**src/rtl/clkdiv_pkg.sv**
```systemverilog
`default_nettype none
// ---------------------------------------------------------------------------
// Module   : clkdiv_pkg
// Purpose  : Shared encodings and default half-period constants for the
//            programmable slow-clock divider.
// Revision : 1.0 - initial release
// ---------------------------------------------------------------------------
package clkdiv_pkg;

  // Operating mode encodings; 2'b11 is reserved and treated as pause
  localparam logic [1:0] MODE_RUN   = 2'b00;
  localparam logic [1:0] MODE_PAUSE = 2'b01;
  localparam logic [1:0] MODE_STEP  = 2'b10;

  // Period preset encodings
  localparam logic [1:0] RATE_1S  = 2'd0;
  localparam logic [1:0] RATE_2S  = 2'd1;
  localparam logic [1:0] RATE_5S  = 2'd2;
  localparam logic [1:0] RATE_10S = 2'd3;

  // Default half-periods in 50 MHz cycles (1 s / 2 s / 5 s / 10 s periods)
  localparam int DEF_HALF_0 = 25000000;
  localparam int DEF_HALF_1 = 50000000;
  localparam int DEF_HALF_2 = 125000000;
  localparam int DEF_HALF_3 = 250000000;

endpackage
`default_nettype wire

```
**src/rtl/sync_fall_detect.sv**
```systemverilog
`default_nettype none
// ---------------------------------------------------------------------------
// Module   : sync_fall_detect
// Purpose  : Two-flop synchroniser plus history flop for an asynchronous
//            active-low key; emits a one-cycle pulse on each falling edge.
//            All flops reset to 1 so a key held at reset is not a press.
// Revision : 1.0 - initial release
// ---------------------------------------------------------------------------
module sync_fall_detect (
  input  logic clk,
  input  logic rst_n,
  input  logic din,
  output logic fall
);

  logic s1;
  logic s2;
  logic s3;

  // Synchronise the key and keep one cycle of history for edge detection
  always_ff @(posedge clk or negedge rst_n) begin
    if (!rst_n) begin
      s1 <= 1'b1;
      s2 <= 1'b1;
      s3 <= 1'b1;
    end else begin
      s1 <= din;
      s2 <= s1;
      s3 <= s2;
    end
  end

  // A press is the synchronised level newly low; holding low yields one pulse
  assign fall = ~s2 & s3;

endmodule
`default_nettype wire

```
**src/rtl/clock_divider_prog.sv**
```systemverilog
`default_nettype none
// ---------------------------------------------------------------------------
// Module   : clock_divider_prog
// Purpose  : Programmable slow clock with run / pause / single-step modes.
//            Produces a square wave plus toggle and rising-edge strobes.
//            Rate changes are taken only at a toggle boundary so clk_out
//            never glitches.
// Revision : 1.0 - initial release
// ---------------------------------------------------------------------------
module clock_divider_prog #(
  parameter int CNT_W  = 28,
  parameter int HALF_0 = clkdiv_pkg::DEF_HALF_0,
  parameter int HALF_1 = clkdiv_pkg::DEF_HALF_1,
  parameter int HALF_2 = clkdiv_pkg::DEF_HALF_2,
  parameter int HALF_3 = clkdiv_pkg::DEF_HALF_3
) (
  input  logic       CLOCK_50,
  input  logic       reset,
  input  logic [1:0] rate_sel,
  input  logic [1:0] mode,
  input  logic       step_n,
  output logic       clk_out,
  output logic       half_tick,
  output logic       tick,
  output logic [1:0] active_rate
);

  import clkdiv_pkg::*;

  logic [CNT_W-1:0] count;
  logic [CNT_W-1:0] term;
  logic             press;

  // Step key conditioning; runs in every mode, consumed only in STEP
  sync_fall_detect u_step_key (
    .clk   (CLOCK_50),
    .rst_n (reset),
    .din   (step_n),
    .fall  (press)
  );

  // Terminal count for the preset currently in force
  always_comb begin
    term = '0;
    case (active_rate)
      RATE_1S:  term = CNT_W'(HALF_0 - 1);
      RATE_2S:  term = CNT_W'(HALF_1 - 1);
      RATE_5S:  term = CNT_W'(HALF_2 - 1);
      RATE_10S: term = CNT_W'(HALF_3 - 1);
      default:  term = CNT_W'(HALF_0 - 1);
    endcase
  end

  // Counter, output toggle, strobes and rate latch
  always_ff @(posedge CLOCK_50 or negedge reset) begin
    if (!reset) begin
      count       <= '0;
      clk_out     <= 1'b0;
      half_tick   <= 1'b0;
      tick        <= 1'b0;
      active_rate <= RATE_1S;
    end else begin
      half_tick <= 1'b0;
      tick      <= 1'b0;
      case (mode)
        MODE_RUN: begin
          if (count == term) begin
            count       <= '0;
            clk_out     <= ~clk_out;
            half_tick   <= 1'b1;
            tick        <= ~clk_out;
            active_rate <= rate_sel;
          end else begin
            count <= count + CNT_W'(1);
          end
        end
        MODE_STEP: begin
          // Held at zero so a return to RUN starts a full half-period
          count <= '0;
          if (press) begin
            clk_out     <= ~clk_out;
            half_tick   <= 1'b1;
            tick        <= ~clk_out;
            active_rate <= rate_sel;
          end
        end
        default: begin
          // PAUSE and the reserved code freeze everything in place
          count <= count;
        end
      endcase
    end
  end

endmodule
`default_nettype wire

```
**config.mk**
```make
export PLATFORM = sky130hd
export DESIGN_NAME = clock_divider_prog
export DESIGN_NICKNAME = d
export VERILOG_FILES = /design/src/rtl/clkdiv_pkg.sv /design/src/rtl/sync_fall_detect.sv /design/src/rtl/clock_divider_prog.sv
export SDC_FILE = /design/constraint.sdc
export NUM_CORES = 1
export LEC_CHECK = 0
export CAP_MARGIN = 30
export CELL_PAD_IN_SITES_DETAIL_PLACEMENT = 1
export CELL_PAD_IN_SITES_GLOBAL_PLACEMENT = 1
export CORE_UTILIZATION = 25
export CTS_CLUSTER_DIAMETER = 80
export CTS_CLUSTER_SIZE = 24
export DETAILED_ROUTE_END_ITERATION = 10
export PLACE_DENSITY_LB_ADDON = 0.1
export SLEW_MARGIN = 25
export SYNTH_ARGS = -nofsm -noshare
export SYNTH_HDL_FRONTEND = slang
export SYNTH_HIERARCHICAL = 1
export SYNTH_SLANG_ARGS = --single-unit
```
**constraint.sdc**
```tcl
create_clock -name CLOCK_50 -period 3.2 [get_ports CLOCK_50]
set_input_delay 0.48 -clock CLOCK_50 [delete_from_list [all_inputs] [get_ports CLOCK_50]]
set_output_delay 0.48 -clock CLOCK_50 [all_outputs]
set_load 0.02 [all_outputs]
```
# ---- Word-level counts from Yosys, hierarchy flattened
# Cells that the tools add are included.
# W data, S select, Z words.
dict set report op_classes {
  n_lt_le_gt_ge 0
  eq_ne 7
  div 0
  multipliers 0
  mux 15
  reduce_logical 4
  add_sub_neg 1
  bitwise 3
  shift 0
}
# operator n
set op_table {}
lappend op_table {{$pmux W28 S4} 1}
lappend op_table {{$pmux W28 S2} 1}
lappend op_table {{$add A28 B1 Y28 const B} 1}
lappend op_table {{$eq A28 B28 Y1} 1}
lappend op_table {{$mux W28} 1}
lappend op_table {{$eq A2 B2 Y1 const B} 3}
lappend op_table {{$mux W1} 6}
lappend op_table {{$pmux W1 S2} 3}
lappend op_table {{$logic_not A2 Y1} 2}
lappend op_table {{$mux W2} 2}
lappend op_table {{$ne A2 B2 Y1 const B} 2}
lappend op_table {{$pmux W2 S2} 1}
lappend op_table {{$reduce_and A3 Y1} 1}
lappend op_table {{$eq A2 B1 Y1 const B} 1}
lappend op_table {{$not A1 Y1} 2}
lappend op_table {{$reduce_bool A2 Y1} 1}
lappend op_table {{$and A1 B1 Y1} 1}
dict set report word_totals {
  ramBits 0
  latchBits 0
  romBits 0
  regBits 36
  output_inout_bits 5
  in_bits 7
  mem_count 0
}

# ---- Longest topological paths before layout
dict set report depth {
  ltp_word 5
  mapped_depth 10
}

# ---- Hierarchy
# Netlist, hierarchy kept.
# mod cells_per_inst area_per_inst_um2 seq_area_each_um2 n_inst
set by_module_without_submodules {}
lappend by_module_without_submodules {clock_divider_prog 236 2089.5 825.8 1}
lappend by_module_without_submodules {sync_fall_detect 4 92.6 78.8 1}

# ---- Least setup slack after synthesis
# OpenSTA, ideal clock, no wires.
dict set report synth_path {
  kind {reg2reg}
  start {reg active_rate[0]}
  end {reg active_rate[0]}
  path_stages_with_launch 10
  arrival_time_ps 2324
  setup_time_ps 125
  path_buffers 1
  t_required_ps 3075
  slack_ps 752
  path_cell_list {dfrtp_1 -> inv_1 -> ha_1 -> xnor2_1 -> a211oi_1 -> o2111ai_1 -> nor4_1 -> o21ba_2 -> buf_2 -> mux2_2}
}
dict set report synth_via {
  elab_chain_len 5
  elab_cells_between_ends 8
}
# element line
set synth_rtl {}
lappend synth_rtl {{from (decl)} clock_divider_prog.sv:25} ;# output logic [1:0] active_rate
lappend synth_rtl {{from (signal assigned)} clock_divider_prog.sv:72} ;# active_rate <= rate_sel;
lappend synth_rtl {{from (signal assigned)} clock_divider_prog.sv:84} ;# active_rate <= rate_sel;
lappend synth_rtl {{$eq A2 B2 Y1, or another cell as far along} clock_divider_prog.sv:45} ;# case (active_rate)
lappend synth_rtl {{$pmux W28 S4 (*)} clock_divider_prog.sv:45}
lappend synth_rtl {{$eq A28 B28 Y1 (*)} clock_divider_prog.sv:67} ;# if (count == term) begin
lappend synth_rtl {{$ne A2 B2 Y1 (no source line) (*)} -}
lappend synth_rtl {{$reduce_and A3 Y1 (no source line) (*)} -}
# Mark *: on every way between the ends. The rest lies on a longest branch, timed or not. The select of a mux whose other input is x is not followed.
# A chain may end at the register's enable or synchronous reset.

# ---- Worst setup path after layout
dict set report layout_path {
  start {reg active_rate[0]}
  end {reg active_rate[1]}
}
# The elaborated chain is that of the path after synthesis.

==> results.json <==
{
  "synth-edff-count": 0,
  "finalMaxSlewViolations": 0,
  "critPathKind": "reg -> reg",
  "seqPwrFrac_pct": 47.6,
  "grt_use_met2_pct": 24.11,
  "p_leak_nw": 1.044,
  "synth_compound_area_share_pct": 16.69,
  "fin_tns_setup_ns": 0,
  "place_ws_ns": 0.5890,
  "vias": 1810,
  "cts_max_level": 2,
  "end_kind": "flop",
  "crit_arrival_ns": 2.79,
  "fin_skew_ns": 0.004829,
  "max_slew_margin_pct": 66.22,
  "synthesis.area_um2": 2182,
  "drc": 0,
  "worstMarginPinSlew_ns": 0.5029,
  "p_int_w": 0.0008023,
  "p_comb_share_pct": 15.8,
  "dp_hpwl_um": 4204,
  "clk_latency_ns": 0.29,
  "antenna_left": 0,
  "cts_buffers": 5,
  "grt_antenna_before_repair": 0,
  "post_cts_buffers": 0,
  "die-area_um2": 9106,
  "rsz0062_at_grt": "false",
  "grt_pass1_wl_um": 10160,
  "drtIter0Drc": 42,
  "worst-r2r-cell-count": 8,
  "core_um2": 8341,
  "synth_area_per_cell_um2": 9.092,
  "area_growth_pct": 14.97,
  "post-route-min-period_ns": 2.603,
  "yosys.cell_types.count": 54,
  "postCtsHoldBufs": 0,
  "fp.dieW_um": 95.43,
  "crit_slowest_cell": "dfrtp_1",
  "start_util_pct": 26.16,
  "nets": 260,
  "routabilityCongestion": 0.6944,
  "grt_max_degree": 37,
  "synth-xor-area-share_pct": 1.606,
  "num_rows": 33,
  "start_kind": "flop",
  "die_height_um": 95.43,
  "async_flop_share_pct": 100.0,
  "syn-num-nets": 252,
  "cts_num_sinks": 36,
  "required_ns": 3.38,
  "ir_worst_vdd_mv": 0.1231,
  "wire_per_inst_um": 16.95,
  "min_period_over_period_pct": 81.35,
  "io_pins": 12,
  "diodes": 0,
  "path_cells": "inv_1 > ha_1 > xnor2_1 > a211oi_1 > o2111ai_1 > nor4_1 > o21ba_2 > mux2_2",
  "cts.repair.resized": 0,
  "swShare_pct": 29.22,
  "synthSimpleGateAreaFrac_pct": 30.39,
  "grt_use_total_pct": 14.81,
  "ys_warn_count": 6,
  "ys_seq_elements": 36,
  "hold_class": "in -> async",
  "viasPerCell": 5.113,
  "synth_top_family_by_area": "simple AND/OR/NAND/NOR gates",
  "finalSetupViolCount": 0,
  "postLayoutSetupSlackWorst_ns": 0.5968,
  "fillCellCount": 972,
  "slowest_delay_ns": 0.54,
  "status": "completed",
  "busiest_layer": "met2",
  "path_max_fanout": 9,
  "ys_seq_area_share_pct": 41.46,
  "power.density_nw_per_um2": 451.8,
  "hold_ws_ns": 0.1296,
  "switchingPower_w": 0.0003312,
  "synthCells": 240,
  "cts-root-buf": "clkbuf_8",
  "synth_flop_cell": "dfrtp_1",
  "wl_um": 6001,
  "synth_fa_ha_area_share_pct": 2.867,
  "cts_tree": "done",
  "timing.fmax_ghz": 0.3841,
  "drt-pass1-iter-count": 4,
  "grt_remaining_overflow": 0,
  "grtUsageMet3_pct": 2.871,
  "grt_pass1_vias": 1873,
  "cts_buffer_depth": 2,
  "portBuffers": 11,
  "synth_mux_area_share_pct": 2.007,
  "cap_violations": 0,
  "hold_viol_final": 0,
  "clkTransAtPathRegs_ns": 0.08,
  "p_clk_share_pct": 36.6,
  "layout-drive-gt1-share_pct": 11.24,
  "grt_use_met1_pct": 20.05
}
[state kept, by name (all words and copies together) (netlist names)]
| register | flops |
|---|---|
| u_step_key/s2 | 1 |
| u_step_key/s3 | 1 |
| tick | 1 |
| u_step_key/s1 | 1 |
| clk_out | 1 |
| half_tick | 1 |
| count | 28 |
| active_rate | 2 |
[cell type report]
class	instances	area (µm²)	share of cell area, %
multi-input combinational	182	1169	46.58
sequential	36	904.6	36.06
timing repair buffer	17	170.2	6.783
tap	105	131.4	5.237
clock buffer	5	68.82	2.743
clock inverter	3	42.54	1.696
inverter	6	22.52	0.8978
[Yosys cell counts (2+ instances only)]
master	instances	area share, %
nor2_1	9	1.5
clkbuf_1	9	1.5
buf_6	2	1.0
a22oi_1	2	0.69
xor2_1	3	1.2
inv_1	6	1.0
and4_1	2	0.80
a31oi_1	10	2.9
and2_1	7	2.0
o31ai_1	3	1.0
nand2b_1	5	1.4
buf_2	3	0.69
nand4_1	3	0.86
a21oi_1	3	0.69
dfrtp_1	33	38
ha_1	5	2.9
buf_4	2	0.69
nand2_1	40	6.9
nor3_1	4	0.92
and3_1	4	1.1
nand3b_1	2	0.69
or4_1	4	1.4
nand4b_1	2	0.80
o41ai_1	2	0.80
a22o_1	4	1.6
o311ai_0	4	1.6
mux2_2	3	1.5
dfstp_2	3	3.6
a21boi_0	2	0.69
nor4_1	9	2.6
o21ai_0	9	2.1
nand3_1	19	4.4
[final timing paths]
path,start,endpoint,slack (ns)
setup / recovery,active_rate[0],active_rate[1],0.60
max in group asynchronous,reset,u_step_key/s1,2.53
min in group CLOCK_50,u_step_key/s1,u_step_key/s2,0.36
hold / removal,reset,half_tick,0.13
setup reg to reg,active_rate[0],active_rate[1],0.60
hold reg to reg,u_step_key/s1,u_step_key/s2,0.36
[through the flow]
step           cells  util (%)  area (µm²)  power (W)
2_1_floorplan    240         -        2182  0.0006470
3_3_place_gp     345     28.41        2370  0.0007262
3_5_place_dp     345     28.41        2370  0.0007290
4_1_cts          353     29.75        2481   0.001153
5_1_grt          354     30.08        2509   0.001206
6_report         354     30.08        2509   0.001133
[metal layers]
metal	vias to the layer above	part of all wire [%]
met3	5	2.3
met5	-	0
li1	896	-
met1	890	50
met2	19	47
met4	0	0.78
[placed cells by master (no fill, tap or decap), types with 5 or more instances in the layout]
master | synthesis | final
nand2_1 | 40 | 40
dfrtp_1 | 33 | 33
nand3_1 | 19 | 19
a31oi_1 | 10 | 10
clkdlybuf4s50_1 | 0 | 10
o21ai_0 | 9 | 9
nor4_1 | 9 | 9
nor2_1 | 9 | 9
and2_1 | 7 | 7
inv_1 | 6 | 6
nand2b_1 | 5 | 5
ha_1 | 5 | 5
clkbuf_8 | 0 | 5
buf_4 | 2 | 5
[power by group through the flow]
stage	logic [W]	clock network (W)	registers (W)
floorplan	0.0000975	0	0.000549
finish	0.000179	0.000415	0.000539
detailed placement	0.000179	0	0.000550
CTS	0.000180	0.000432	0.000541
global placement	0.000177	0	0.000549
global route	0.000204	0.000453	0.000550
[logic make-up after synthesis]
| logic type | count (synthesis) |
|---|---|
| mux | 4 |
| flops | 36 |
| simple gates | 120 |
| xor+xnor | 4 |
| buf+inv | 22 |
| fa+ha+maj | 5 |
| compound gates | 49 |
[worst max-delay path, delay by kind of cell (launching register included)]
family	cells	cell delay (ns)
compound gates	3	0.65
flops	1	0.54
simple gates	1	0.40
mux	1	0.35
fa+ha+maj	1	0.32
xor+xnor	1	0.13
buf+inv	1	0.11
Power figures use the tool's default switching activity.
